==> src/rtl/hazard_forward_unit_pkg.sv <==
// ----------------------------------------------------------------------------
// Shared types for the rv32i hazard/forwarding controller.
//   forward              : ALU operand forward select consumed by the EX muxes
//   rv32i_types          : in-flight destination tag and the NOP tag constant
//   hazard_forward_unit_pkg : small helpers for building and testing tags
// ----------------------------------------------------------------------------
package forward;
    typedef enum logic [1:0] {
        from_idex  = 2'b00,   // operand straight from the ID/EX register
        from_exmem = 2'b01,   // bypass from the EX/MEM register
        from_memwb = 2'b10    // bypass from the MEM/WB register
    } forward_t;
endpackage

package rv32i_types;
    typedef struct packed {
        logic       valid;
        logic [4:0] rd;
        logic       regwrite;
        logic       is_load;
    } hazard_tag_t;

    localparam hazard_tag_t HAZARD_TAG_NOP = '0;
endpackage

package hazard_forward_unit_pkg;
    import rv32i_types::*;

    // A tag can feed a bypass only if it is a real instruction writing a
    // register other than x0.
    function automatic logic tag_live(input hazard_tag_t t);
        return t.valid & t.regwrite & (t.rd != 5'd0);
    endfunction

    function automatic hazard_tag_t make_tag(input logic [4:0] rd,
                                             input logic       regwrite,
                                             input logic       is_load);
        hazard_tag_t t;
        t.valid    = 1'b1;
        t.rd       = rd;
        t.regwrite = regwrite;
        t.is_load  = is_load;
        return t;
    endfunction
endpackage

==> src/rtl/hazard_forward_unit_if.sv <==
// ----------------------------------------------------------------------------
// Bundle between the pipeline and hazard_forward_unit.
//   master : the pipeline side (drives ID info, stall/flush requests)
//   slave  : the hazard unit (drives forward selects, stall/bubble/flush, cnts)
// ----------------------------------------------------------------------------
interface hazard_forward_unit_if #(
    parameter int CNT_W = 32
);
    logic              id_valid;
    logic [4:0]        id_rs1;
    logic [4:0]        id_rs2;
    logic              id_uses_rs1;
    logic              id_uses_rs2;
    logic [4:0]        id_rd;
    logic              id_regwrite;
    logic              id_is_load;
    logic              mem_stall;
    logic              flush;

    forward::forward_t alumux1_fw;
    forward::forward_t alumux2_fw;
    logic              stall_if;
    logic              stall_id;
    logic              bubble_ex;
    logic              flush_ifid;
    logic [CNT_W-1:0]  load_use_cnt;
    logic [CNT_W-1:0]  flush_cnt;

    modport master (
        output id_valid, id_rs1, id_rs2, id_uses_rs1, id_uses_rs2,
               id_rd, id_regwrite, id_is_load, mem_stall, flush,
        input  alumux1_fw, alumux2_fw, stall_if, stall_id, bubble_ex,
               flush_ifid, load_use_cnt, flush_cnt
    );

    modport slave (
        input  id_valid, id_rs1, id_rs2, id_uses_rs1, id_uses_rs2,
               id_rd, id_regwrite, id_is_load, mem_stall, flush,
        output alumux1_fw, alumux2_fw, stall_if, stall_id, bubble_ex,
               flush_ifid, load_use_cnt, flush_cnt
    );
endinterface

==> src/rtl/hazard_forward_unit_fw_select.sv <==
// ----------------------------------------------------------------------------
// fw_select: forward select for one ID source operand.
//   src_i, uses_i        : source register index and whether it is read
//   ex_live_i, ex_rd_i   : liveness and rd of the tag now in EX
//   mem_live_i, mem_rd_i : liveness and rd of the tag now in MEM
//   sel_o                : select the operand will need once it reaches EX
// ----------------------------------------------------------------------------
module fw_select (
    input  logic [4:0]        src_i,
    input  logic              uses_i,
    input  logic              ex_live_i,
    input  logic [4:0]        ex_rd_i,
    input  logic              mem_live_i,
    input  logic [4:0]        mem_rd_i,
    output forward::forward_t sel_o
);
    // The producer in EX now sits in EX/MEM when this operand reaches EX,
    // and it is newer than the one in MEM, so it is checked first.
    always_comb begin
        sel_o = forward::from_idex;
        if (uses_i && (src_i != 5'd0)) begin
            if (ex_live_i && (src_i == ex_rd_i)) begin
                sel_o = forward::from_exmem;
            end else if (mem_live_i && (src_i == mem_rd_i)) begin
                sel_o = forward::from_memwb;
            end
        end
    end
endmodule

==> src/rtl/hazard_forward_unit.sv <==
// ----------------------------------------------------------------------------
// hazard_forward_unit: hazard controller for the 5-stage rv32i core.
// Tracks destination tags in EX/MEM/WB, registers forward selects into the
// ID/EX packet, detects load-use hazards, and applies flushes and freezes.
//   clk, rst : core clock, asynchronous active-high reset
//   hif      : slave side of hazard_forward_unit_if (ID info, mem_stall,
//              flush in; forward selects, stall/bubble/flush, counters out)
// ----------------------------------------------------------------------------
module hazard_forward_unit
    import hazard_forward_unit_pkg::*;
    import rv32i_types::*;
#(
    parameter int CNT_W = 32
) (
    input  logic                 clk,
    input  logic                 rst,
    hazard_forward_unit_if.slave hif
);
    hazard_tag_t       tag_ex_q,  tag_ex_d;
    hazard_tag_t       tag_mem_q, tag_mem_d;
    hazard_tag_t       tag_wb_q,  tag_wb_d;
    forward::forward_t fw1_q, fw1_d;
    forward::forward_t fw2_q, fw2_d;
    logic [CNT_W-1:0]  lu_cnt_q, lu_cnt_d;
    logic [CNT_W-1:0]  fl_cnt_q, fl_cnt_d;

    logic              ex_live;
    logic              mem_live;
    logic              lu;
    logic              bubble;
    forward::forward_t fw1_sel;
    forward::forward_t fw2_sel;

    function automatic logic [CNT_W-1:0] sat_inc(input logic [CNT_W-1:0] c);
        return (&c) ? c : c + {{(CNT_W-1){1'b0}}, 1'b1};
    endfunction

    assign ex_live  = tag_live(tag_ex_q);
    assign mem_live = tag_live(tag_mem_q);

    // A flush discards the ID instruction, so it cannot cause a load-use stall.
    assign lu = hif.id_valid & ~hif.flush & ex_live & tag_ex_q.is_load &
                ((hif.id_uses_rs1 & (hif.id_rs1 == tag_ex_q.rd)) |
                 (hif.id_uses_rs2 & (hif.id_rs2 == tag_ex_q.rd)));

    // During a freeze nothing advances, so no bubble is inserted either.
    assign bubble = (lu | hif.flush) & ~hif.mem_stall;

    assign hif.stall_if     = lu | hif.mem_stall;
    assign hif.stall_id     = lu | hif.mem_stall;
    assign hif.bubble_ex    = bubble;
    assign hif.flush_ifid   = hif.flush & ~hif.mem_stall;
    assign hif.alumux1_fw   = fw1_q;
    assign hif.alumux2_fw   = fw2_q;
    assign hif.load_use_cnt = lu_cnt_q;
    assign hif.flush_cnt    = fl_cnt_q;

    fw_select u_fw1 (
        .src_i      (hif.id_rs1),
        .uses_i     (hif.id_uses_rs1),
        .ex_live_i  (ex_live),
        .ex_rd_i    (tag_ex_q.rd),
        .mem_live_i (mem_live),
        .mem_rd_i   (tag_mem_q.rd),
        .sel_o      (fw1_sel)
    );

    fw_select u_fw2 (
        .src_i      (hif.id_rs2),
        .uses_i     (hif.id_uses_rs2),
        .ex_live_i  (ex_live),
        .ex_rd_i    (tag_ex_q.rd),
        .mem_live_i (mem_live),
        .mem_rd_i   (tag_mem_q.rd),
        .sel_o      (fw2_sel)
    );

    always_comb begin
        tag_ex_d  = tag_ex_q;
        tag_mem_d = tag_mem_q;
        tag_wb_d  = tag_wb_q;
        fw1_d     = fw1_q;
        fw2_d     = fw2_q;
        lu_cnt_d  = lu_cnt_q;
        fl_cnt_d  = fl_cnt_q;
        if (!hif.mem_stall) begin
            tag_wb_d  = tag_mem_q;
            tag_mem_d = tag_ex_q;
            tag_ex_d  = (bubble || !hif.id_valid) ? HAZARD_TAG_NOP
                      : make_tag(hif.id_rd, hif.id_regwrite, hif.id_is_load);
            fw1_d     = bubble ? forward::from_idex : fw1_sel;
            fw2_d     = bubble ? forward::from_idex : fw2_sel;
            if (lu) begin
                lu_cnt_d = sat_inc(lu_cnt_q);
            end
            if (hif.flush) begin
                fl_cnt_d = sat_inc(fl_cnt_q);
            end
        end
    end

    always_ff @(posedge clk or posedge rst) begin
        if (rst) begin
            tag_ex_q  <= HAZARD_TAG_NOP;
            tag_mem_q <= HAZARD_TAG_NOP;
            tag_wb_q  <= HAZARD_TAG_NOP;
            fw1_q     <= forward::from_idex;
            fw2_q     <= forward::from_idex;
            lu_cnt_q  <= '0;
            fl_cnt_q  <= '0;
        end else begin
            tag_ex_q  <= tag_ex_d;
            tag_mem_q <= tag_mem_d;
            tag_wb_q  <= tag_wb_d;
            fw1_q     <= fw1_d;
            fw2_q     <= fw2_d;
            lu_cnt_q  <= lu_cnt_d;
            fl_cnt_q  <= fl_cnt_d;
        end
    end

    // The WB tag is the retiring instruction: it must be exactly what MEM
    // held on the previous unfrozen edge.
    a_wb_follows_mem: assert property (
        @(posedge clk) disable iff (rst)
        !hif.mem_stall |=> (tag_wb_q == $past(tag_mem_q))
    );
endmodule

==> src/flat_wrapper.sv <==
// flat-port wrapper written by rule: the top's interface ports become plain ports
module hazard_forward_unit_flat import hazard_forward_unit_pkg::*; import rv32i_types::*;
#(
    parameter int CNT_W = 32
)
  (clk, rst, hif_id_valid, hif_id_rs1, hif_id_rs2, hif_id_uses_rs1, hif_id_uses_rs2, hif_id_rd, hif_id_regwrite, hif_id_is_load, hif_mem_stall, hif_flush, hif_alumux1_fw, hif_alumux2_fw, hif_stall_if, hif_stall_id, hif_bubble_ex, hif_flush_ifid, hif_load_use_cnt, hif_flush_cnt);
  hazard_forward_unit_if #(.CNT_W(CNT_W)) hif_i ();
  input  logic clk;
  input  logic rst;
  input wire logic [$bits(hif_i.id_valid)-1:0] hif_id_valid;
  input wire logic [$bits(hif_i.id_rs1)-1:0] hif_id_rs1;
  input wire logic [$bits(hif_i.id_rs2)-1:0] hif_id_rs2;
  input wire logic [$bits(hif_i.id_uses_rs1)-1:0] hif_id_uses_rs1;
  input wire logic [$bits(hif_i.id_uses_rs2)-1:0] hif_id_uses_rs2;
  input wire logic [$bits(hif_i.id_rd)-1:0] hif_id_rd;
  input wire logic [$bits(hif_i.id_regwrite)-1:0] hif_id_regwrite;
  input wire logic [$bits(hif_i.id_is_load)-1:0] hif_id_is_load;
  input wire logic [$bits(hif_i.mem_stall)-1:0] hif_mem_stall;
  input wire logic [$bits(hif_i.flush)-1:0] hif_flush;
  output wire logic [$bits(hif_i.alumux1_fw)-1:0] hif_alumux1_fw;
  output wire logic [$bits(hif_i.alumux2_fw)-1:0] hif_alumux2_fw;
  output wire logic [$bits(hif_i.stall_if)-1:0] hif_stall_if;
  output wire logic [$bits(hif_i.stall_id)-1:0] hif_stall_id;
  output wire logic [$bits(hif_i.bubble_ex)-1:0] hif_bubble_ex;
  output wire logic [$bits(hif_i.flush_ifid)-1:0] hif_flush_ifid;
  output wire logic [$bits(hif_i.load_use_cnt)-1:0] hif_load_use_cnt;
  output wire logic [$bits(hif_i.flush_cnt)-1:0] hif_flush_cnt;
  assign hif_i.id_valid = hif_id_valid;
  assign hif_i.id_rs1 = hif_id_rs1;
  assign hif_i.id_rs2 = hif_id_rs2;
  assign hif_i.id_uses_rs1 = hif_id_uses_rs1;
  assign hif_i.id_uses_rs2 = hif_id_uses_rs2;
  assign hif_i.id_rd = hif_id_rd;
  assign hif_i.id_regwrite = hif_id_regwrite;
  assign hif_i.id_is_load = hif_id_is_load;
  assign hif_i.mem_stall = hif_mem_stall;
  assign hif_i.flush = hif_flush;
  assign hif_alumux1_fw = hif_i.alumux1_fw;
  assign hif_alumux2_fw = hif_i.alumux2_fw;
  assign hif_stall_if = hif_i.stall_if;
  assign hif_stall_id = hif_i.stall_id;
  assign hif_bubble_ex = hif_i.bubble_ex;
  assign hif_flush_ifid = hif_i.flush_ifid;
  assign hif_load_use_cnt = hif_i.load_use_cnt;
  assign hif_flush_cnt = hif_i.flush_cnt;
  hazard_forward_unit #(.CNT_W(CNT_W)) u_core (.clk(clk), .rst(rst), .hif(hif_i));
endmodule
==> config.mk <==
export PLATFORM = sky130hd
export DESIGN_NAME = hazard_forward_unit_flat
export DESIGN_NICKNAME = d
export VERILOG_FILES = /design/src/rtl/hazard_forward_unit_pkg.sv /design/src/rtl/hazard_forward_unit_if.sv /design/src/rtl/hazard_forward_unit_fw_select.sv /design/src/rtl/hazard_forward_unit.sv /design/src/flat_wrapper.sv
export SDC_FILE = /design/constraint.sdc
export NUM_CORES = 1
export LEC_CHECK = 0
export BUFFER_PORTS_ARGS = -buffer_cell sky130_fd_sc_hd__buf_4
export CAP_MARGIN = 30
export CORE_ASPECT_RATIO = 2
export CORE_MARGIN = 2
export CORE_UTILIZATION = 50
export CTS_BUF_LIST = sky130_fd_sc_hd__clkbuf_2 sky130_fd_sc_hd__clkbuf_4 sky130_fd_sc_hd__clkbuf_8
export DETAILED_ROUTE_END_ITERATION = 10
export GPL_ROUTABILITY_DRIVEN = 0
export PLACE_DENSITY = 0.78
export SYNTH_ARGS = -nofsm -noshare
export SYNTH_HDL_FRONTEND = slang
export SYNTH_SLANG_ARGS = --single-unit
==> constraint.sdc <==
create_clock -name clk -period 2.7 [get_ports clk]
set_input_delay 0.405 -clock clk [delete_from_list [all_inputs] [get_ports clk]]
set_output_delay 0.405 -clock clk [all_outputs]
set_load 0.05 [all_outputs]
==> results of run 1 <==
==> power by group through the flow <==
stage / clock (mW) / combinational (mW) / sequential [mW]
2_1_floorplan: 0 / 0.158 / 1.54
3_3_place_gp: 0 / 0.442 / 1.40
3_5_place_dp: 0 / 0.452 / 1.41
4_1_cts: 1.07 / 0.452 / 1.39
5_1_grt: 1.11 / 0.482 / 1.40
6_report: 1.03 / 0.449 / 1.39
==> state kept, by name, indices dropped and copies added, names as in the netlist <==
register	cells
u_core.hif.alumux2_fw	2
u_core.hif.alumux1_fw	2
u_core.hif.load_use_cnt	32
u_core.tag_ex_q	8
u_core.hif.flush_cnt	32
u_core.tag_mem_q	7
==> cell usage after synthesis (2+ instances only) <==
master	n
o21ai_0	5
buf_6	3
ha_1	2
or2_2	3
buf_4	2
a21oi_1	2
inv_1	8
mux2_2	8
or3_1	4
o211ai_1	2
nor4_1	9
a22o_1	7
xnor2_1	42
nor2_1	26
nor3_2	3
nand3_1	30
nand2b_1	2
clkbuf_1	3
nand4_1	18
dfrtp_1	83
and3_1	8
and4_1	4
nand4_2	2
xor2_1	39
nor2_2	3
or4_1	4
nand2_1	34
nor3_1	16
==> worst max-delay path, cell delays in order, from the launching register on <==
cell and delay [ps]:
dfrtp_1 480, xnor2_1 230, nand3_1 100, nor2_1 440, o21ai_2 190, a21oi_1 190, buf_4 220
==> per-layer routing <==
layer | up-vias | wire length [um]
met1 | 1674 | 3680
met4 | 0 | 415
met2 | 123 | 5710
li1 | 1598 | -
met5 | - | 0
met3 | 38 | 468
==> how the worst min path moves through the flow <==
stage / to / startpoint / slack (ps)
floorplan: u_core.tag_mem_q[1] / u_core.tag_mem_q[1] / 480
global placement: u_core.hif.flush_cnt[12] / u_core.hif.flush_cnt[12] / 470
detailed placement: u_core.hif.alumux2_fw[0] / u_core.hif.alumux2_fw[0] / 480
CTS: u_core.hif.flush_cnt[6] / rst / 130
global route: u_core.hif.load_use_cnt[29] / rst / 170
finish: u_core.hif.flush_cnt[10] / rst / 120
==> layout make-up <==
class                   count  area, um2  area share [%]
flip-flops and latches     83       2080            39.3
multi-input cells         294       2050            38.8
repair buffers            102        778            14.7
clock buffers               9        124            2.34
well taps                  98        123            2.32
clock inverters             7        104            1.96
inverters                   8       31.3           0.591
==> timing repair <==
action / in CTS / in global routing
setup buffers: 0 / 2
setup endpoints to repair: 0 / 3
resized for setup: 0 / 2
==> kinds of logic after synthesis <==
logic type,after synthesis,synth area share [%]
simple gates,177,23.7
compound gates,25,5.10
buf+inv,16,2.13
flops,83,49.2
mux,9,2.49
xor+xnor,81,16.8
fa+ha+maj,2,0.593
==> results.cfg, run 1 <==
[pwr]
ir_worst_vdd_mv = 0.359
p_leak_nw = 2.57
sw_frac_of_total_pct = 30.3
powerDensity_nw_per_um2 = 542
combPwrFrac_pct = 15.6
internal_power_mw = 2.00
switching_power_mw = 0.869
total_power_mw = 2.87
clkPwrFrac_pct = 36.1
p_seq_share_pct = 48.3

[route]
ant_nets = 0
drc_errors = 0
dr.pass1.iters = 4
totalWireLength_um = 10300
num_vias = 3433
drtIter0Drc = 236
wl_per_cell_um = 17.1
via_per_inst = 5.71

[grt]
grt_use_met2_pct = 41.0
grt_use_total_pct = 23.7
grt_pass1_vias = 3450
use_met1_pct = 26.1
grtUsageMet3_pct = 4.03
antenna_found_initial = 0
grt_max_degree = 40
grt-ovfl-total = 0
grt_pass1_wl_um = 16500
grt_busiest_layer = met2

[synthesis]
syn-cell-area_um2 = 4220
yosysTopAreaCell = dfrtp_1
synth.area.top_cells = dfrtp_1 49%, xnor2_1 8.7%, xor2_1 8.1%, nand3_1 3.6%, nand2_1 3.0%
synth-main-ff-cell = dfrtp_1
syn_avg_cell_area_um2 = 10.7
ys_warn_count = 0
ys_ff_latch = 83
synthCells = 393
synth_fp_nets = 419
synth_edf_count = 0
synth_cell_types = 49
async_flop_share_pct = 100
synth_top_area_share_pct = 49.2
yosysSeqAreaShare_pct = 49.2

[place]
dp_cells = 583
post-place-ws_ps = 443
dpl.hpwl_um = 7730
port_buffers = 95
placed_cell_area_um2 = 5050

[floorplan]
dieArea_um2 = 9240
initial_utilization_pct = 51.3
core_area_um2 = 8230
rows = 47
die_h_um = 134
dieWidth_um = 69.0
ios = 96

[worst_setup_path]
crit_end = hif_bubble_ex
critPathRequiredTime_ps = 2300
r2r_start = u_core.hif.load_use_cnt[22]
critPathKind = reg2out
path_max_fanout = 5
timing.rr.end = u_core.hif.load_use_cnt[1]
crit_arrival_ps = 2210
crit_path_end_kind = output port
critPathLaunch = u_core.tag_ex_q[5]
r2r_cells = 5
rrSetupSlack_ps = 420
critPathLaunchType = flip-flop

[timing]
worstMarginPinSlew_ps = 697
slew_viol_final = 0
rsz0062_at_grt = false
finalHoldViolCount = 0
setup_violations = 0
tns_ps = 0
layout_setup_ws_ps = 85.3
maxSlewHeadroom_pct = 53.5
clock.fmax_ghz = 0.382
period_needed_ps = 2610
fin_hold_ws_ps = 125
finalCritPeriodShare_pct = 96.8
skew_ps = 12.1

[clock_tree]
clk_pin_slew_ps = 100
cts_tree = yes
clockBufferDepth = 2
numClockSinks = 83
clk_latency_ps = 370
cts_buffers = 9
htreeDepth = 3
clockRootBuffer = clkbuf_8
holdBufCountCts = 0

[run]
drv_cap = 0

[layout]
final_area_um2 = 5290
fin_cells = 601
utilization_pct = 64.3
layout_common_cells = 101 x buf_4, 81 x dfrtp_1, 42 x xnor2_1
fin_nets = 524
drive_gt1_share_pct = 30.2
diodes = 0
final_common_cell = buf_4
nFillCells = 672
area_growth_pct = 25.4

[min_path]
holdCritPathClass = in2async

[run_status]
status = finished, final reports clean
Note: power is estimated with default switching activity, not from simulation.
==> inputs of run 2 (changes only) <==
--- a/config.mk
+++ b/config.mk
@@ -5,6 +5,7 @@
 export SDC_FILE = /design/constraint.sdc
 export NUM_CORES = 1
 export LEC_CHECK = 0
+export ABC_AREA = 1
 export BUFFER_PORTS_ARGS = -buffer_cell sky130_fd_sc_hd__buf_4
 export CAP_MARGIN = 30
 export CORE_ASPECT_RATIO = 2
@@ -13,7 +14,7 @@
 export CTS_BUF_LIST = sky130_fd_sc_hd__clkbuf_2 sky130_fd_sc_hd__clkbuf_4 sky130_fd_sc_hd__clkbuf_8
 export DETAILED_ROUTE_END_ITERATION = 10
 export GPL_ROUTABILITY_DRIVEN = 0
-export PLACE_DENSITY = 0.78
+export PLACE_DENSITY = 0.75
 export SYNTH_ARGS = -nofsm -noshare
 export SYNTH_HDL_FRONTEND = slang
 export SYNTH_SLANG_ARGS = --single-unit
==> run 2 against run 1 <==
Net effect: global-route usage is 2.4 points higher; worst hold slack worse by 54 ps; core utilization decreased by 3.3 points; maximum frequency grew 16%; total power increased by 8.2%; combinational power grew 36%; first-iteration DRC count grew 15%; design area grew 25%; cell count up 69%; largest cell class is now multi-input combinational cells; largest power group unchanged; highest routed layer unchanged.
==> results.cfg, run 2 <==
[route]
ant_nets = 0
via_per_inst = 5.11
drc_errors = 0
wl_per_cell_um = 14.7
totalWireLength_um = 14900
drtIter0Drc = 272
num_vias = 5193
dr.pass1.iters = 7

[synthesis]
synth_top_area_share_pct = 37.1
synth_fp_nets = 805
synth-main-ff-cell = dfrtp_1
yosysSeqAreaShare_pct = 37.1
yosysTopAreaCell = dfrtp_1
syn-cell-area_um2 = 5600
ys_warn_count = 0
syn_avg_cell_area_um2 = 7.18
synthCells = 779
synth_edf_count = 0
ys_ff_latch = 83
synth_cell_types = 32
synth.area.top_cells = dfrtp_1 37%, nand2_1 20%, nor2_1 6.2%, o21ai_2 5.5%, inv_1 5.0%
ys_top_cells_by_count = 301 x nand2_1, 92 x nor2_1, 83 x dfrtp_1
synth.most_common_cell = nand2_1
async_flop_share_pct = 100

[timing]
rsz0062_at_grt = false
slew_viol_final = 0
period_needed_ps = 2260
finalCritPeriodShare_pct = 83.8
clock.fmax_ghz = 0.442
skew_ps = 10.7
worstMarginPinSlew_ps = 563
setup_violations = 0
finalHoldViolCount = 0
maxSlewHeadroom_pct = 62.4
tns_ps = 0

[worst_setup_path]
path_max_fanout = 5
crit_path_top_delay_cell = dfrtp_1
crit_chain = inv_2 > nand2_1 > nand2_1 > nor2_1 > nand4_1 > nand2_2 > nand3_1 > nand2_1 > buf_4
critPathKind = reg2out
critPathMaxStageDelay_ps = 460
cpMostUsedCell = nand2_1
critPathRequiredTime_ps = 2300
crit_path_end_kind = output port
cp_num_buf_inv = 2
crit_arrival_ps = 1860
critPathLaunchType = flip-flop
cp_top_family = simple AND/OR/NAND/NOR gates

[place]
dp_cells = 1002
dpl.hpwl_um = 11700
placed_cell_area_um2 = 6400
port_buffers = 95

[layout]
area_growth_pct = 18.5
fin_nets = 899
layout_common_cells = 301 x nand2_1, 99 x buf_4, 92 x nor2_1
drive_gt1_share_pct = 21.8
seq_area_um2 = 2080
multi_input_area_um2 = 3050
fin_cells = 1017
final_area_um2 = 6630
nFillCells = 1073
utilization_pct = 61.0
diodes = 0
final_common_cell = nand2_1

[grt]
grt_pass1_wl_um = 24500
grt_pass1_vias = 5222
grt_use_total_pct = 26.1
grt-ovfl-total = 0
antenna_found_initial = 0
grt_max_degree = 55

[run]
drv_cap = 0

[clock_tree]
clk_latency_ps = 370
clockBufferDepth = 2
holdBufCountCts = 0
cts_tree = yes
post-cts-setup-buffer-count = 0
htreeDepth = 3
cts_resized = 0
clockRootBuffer = clkbuf_8
clk_pin_slew_ps = 90
cts_buffers = 9
numClockSinks = 83

[floorplan]
dieArea_um2 = 12100
rows = 54
dieWidth_um = 78.8
initial_utilization_pct = 51.4
ios = 96
die_h_um = 154
core_area_um2 = 10900

[pwr]
p_leak_nw = 3.05
powerDensity_nw_per_um2 = 468
ir_worst_vdd_mv = 0.265

[run_status]
status = finished, final reports clean

[min_path]
holdCritPathClass = in2async
==> run 2: cell count changes after synthesis, sizes merged, moves of 9 or more <==
cell and change:
o21ai +49, nand2 +274, nand3 -13, inv +74, nor4 -10, mux2 -9, buf +10, xnor2 -12
nor2 +75
==> run 2: per-stage QoR <==
| step | total power, mW | worst slack [ps] | hold WS, ps |
|---|---|---|---|
| floorplan | 1.86 | 158 | 450 |
| global placement | 2.05 | 712 | 473 |
| detailed placement | 2.05 | 646 | 480 |
| CTS | 3.14 | 421 | 75.5 |
| global route | 3.25 | 281 | 110 |
| finish | 3.11 | 438 | 70.3 |
==> run 2: final timing paths <==
| check | cells past startpoint | end | slack [ps] | from |
|---|---|---|---|---|
| max reg2reg | 10 | u_core.hif.load_use_cnt[17] | 620 | u_core.hif.load_use_cnt[0] |
| min | 2 | u_core.hif.load_use_cnt[28] | 70 | rst |
| min reg2reg | 2 | u_core.hif.alumux1_fw[0] | 500 | u_core.hif.alumux1_fw[0] |
| max | 9 | hif_bubble_ex | 440 | u_core.tag_ex_q[5] |
| min in group clk | 3 | u_core.tag_ex_q[4] | 290 | hif_id_rd[2] |
| max in group asynchronous | 3 | u_core.hif.load_use_cnt[23] | 1950 | rst |
==> run 2: cells by family (layout without fill, tap and decap cells) <==
| logic type | count (synthesis) | in the layout | share of synthesized area (%) |
|---|---|---|---|
| fa+ha+maj | 2 | 2 | 0.447 |
| simple gates | 474 | 474 | 36.8 |
| buf+inv | 100 | 198 | 8.34 |
| compound gates | 59 | 59 | 7.78 |
| xor+xnor | 61 | 61 | 9.55 |
| flops | 83 | 83 | 37.1 |
==> run 2: area by class of cell <==
cell class	count	area share, %
Inverter	82	4.70
Clock inverter	5	1.55
Sequential cell	83	31.3
Timing Repair Buffer	101	11.8
Tap cell	140	2.64
Multi-Input combinational cell	596	46.0
Clock buffer	10	1.98
==> run 2: per-layer routing <==
layer	part of all wire, %	global-route usage (%)	up-vias
met5	0	0	-
met4	6.3	17.5	0
met3	4.1	3.11	59
met2	54	47.5	163
met1	36	27.2	2377
li1	-	-	2594
==> run 2: where the power goes <==
group / switching [mW] / leakage [nW] / internal (mW)
clock: 0.464 / 0.116 / 0.618
combinational: 0.419 / 1.79 / 0.193
sequential: 0.110 / 1.14 / 1.30
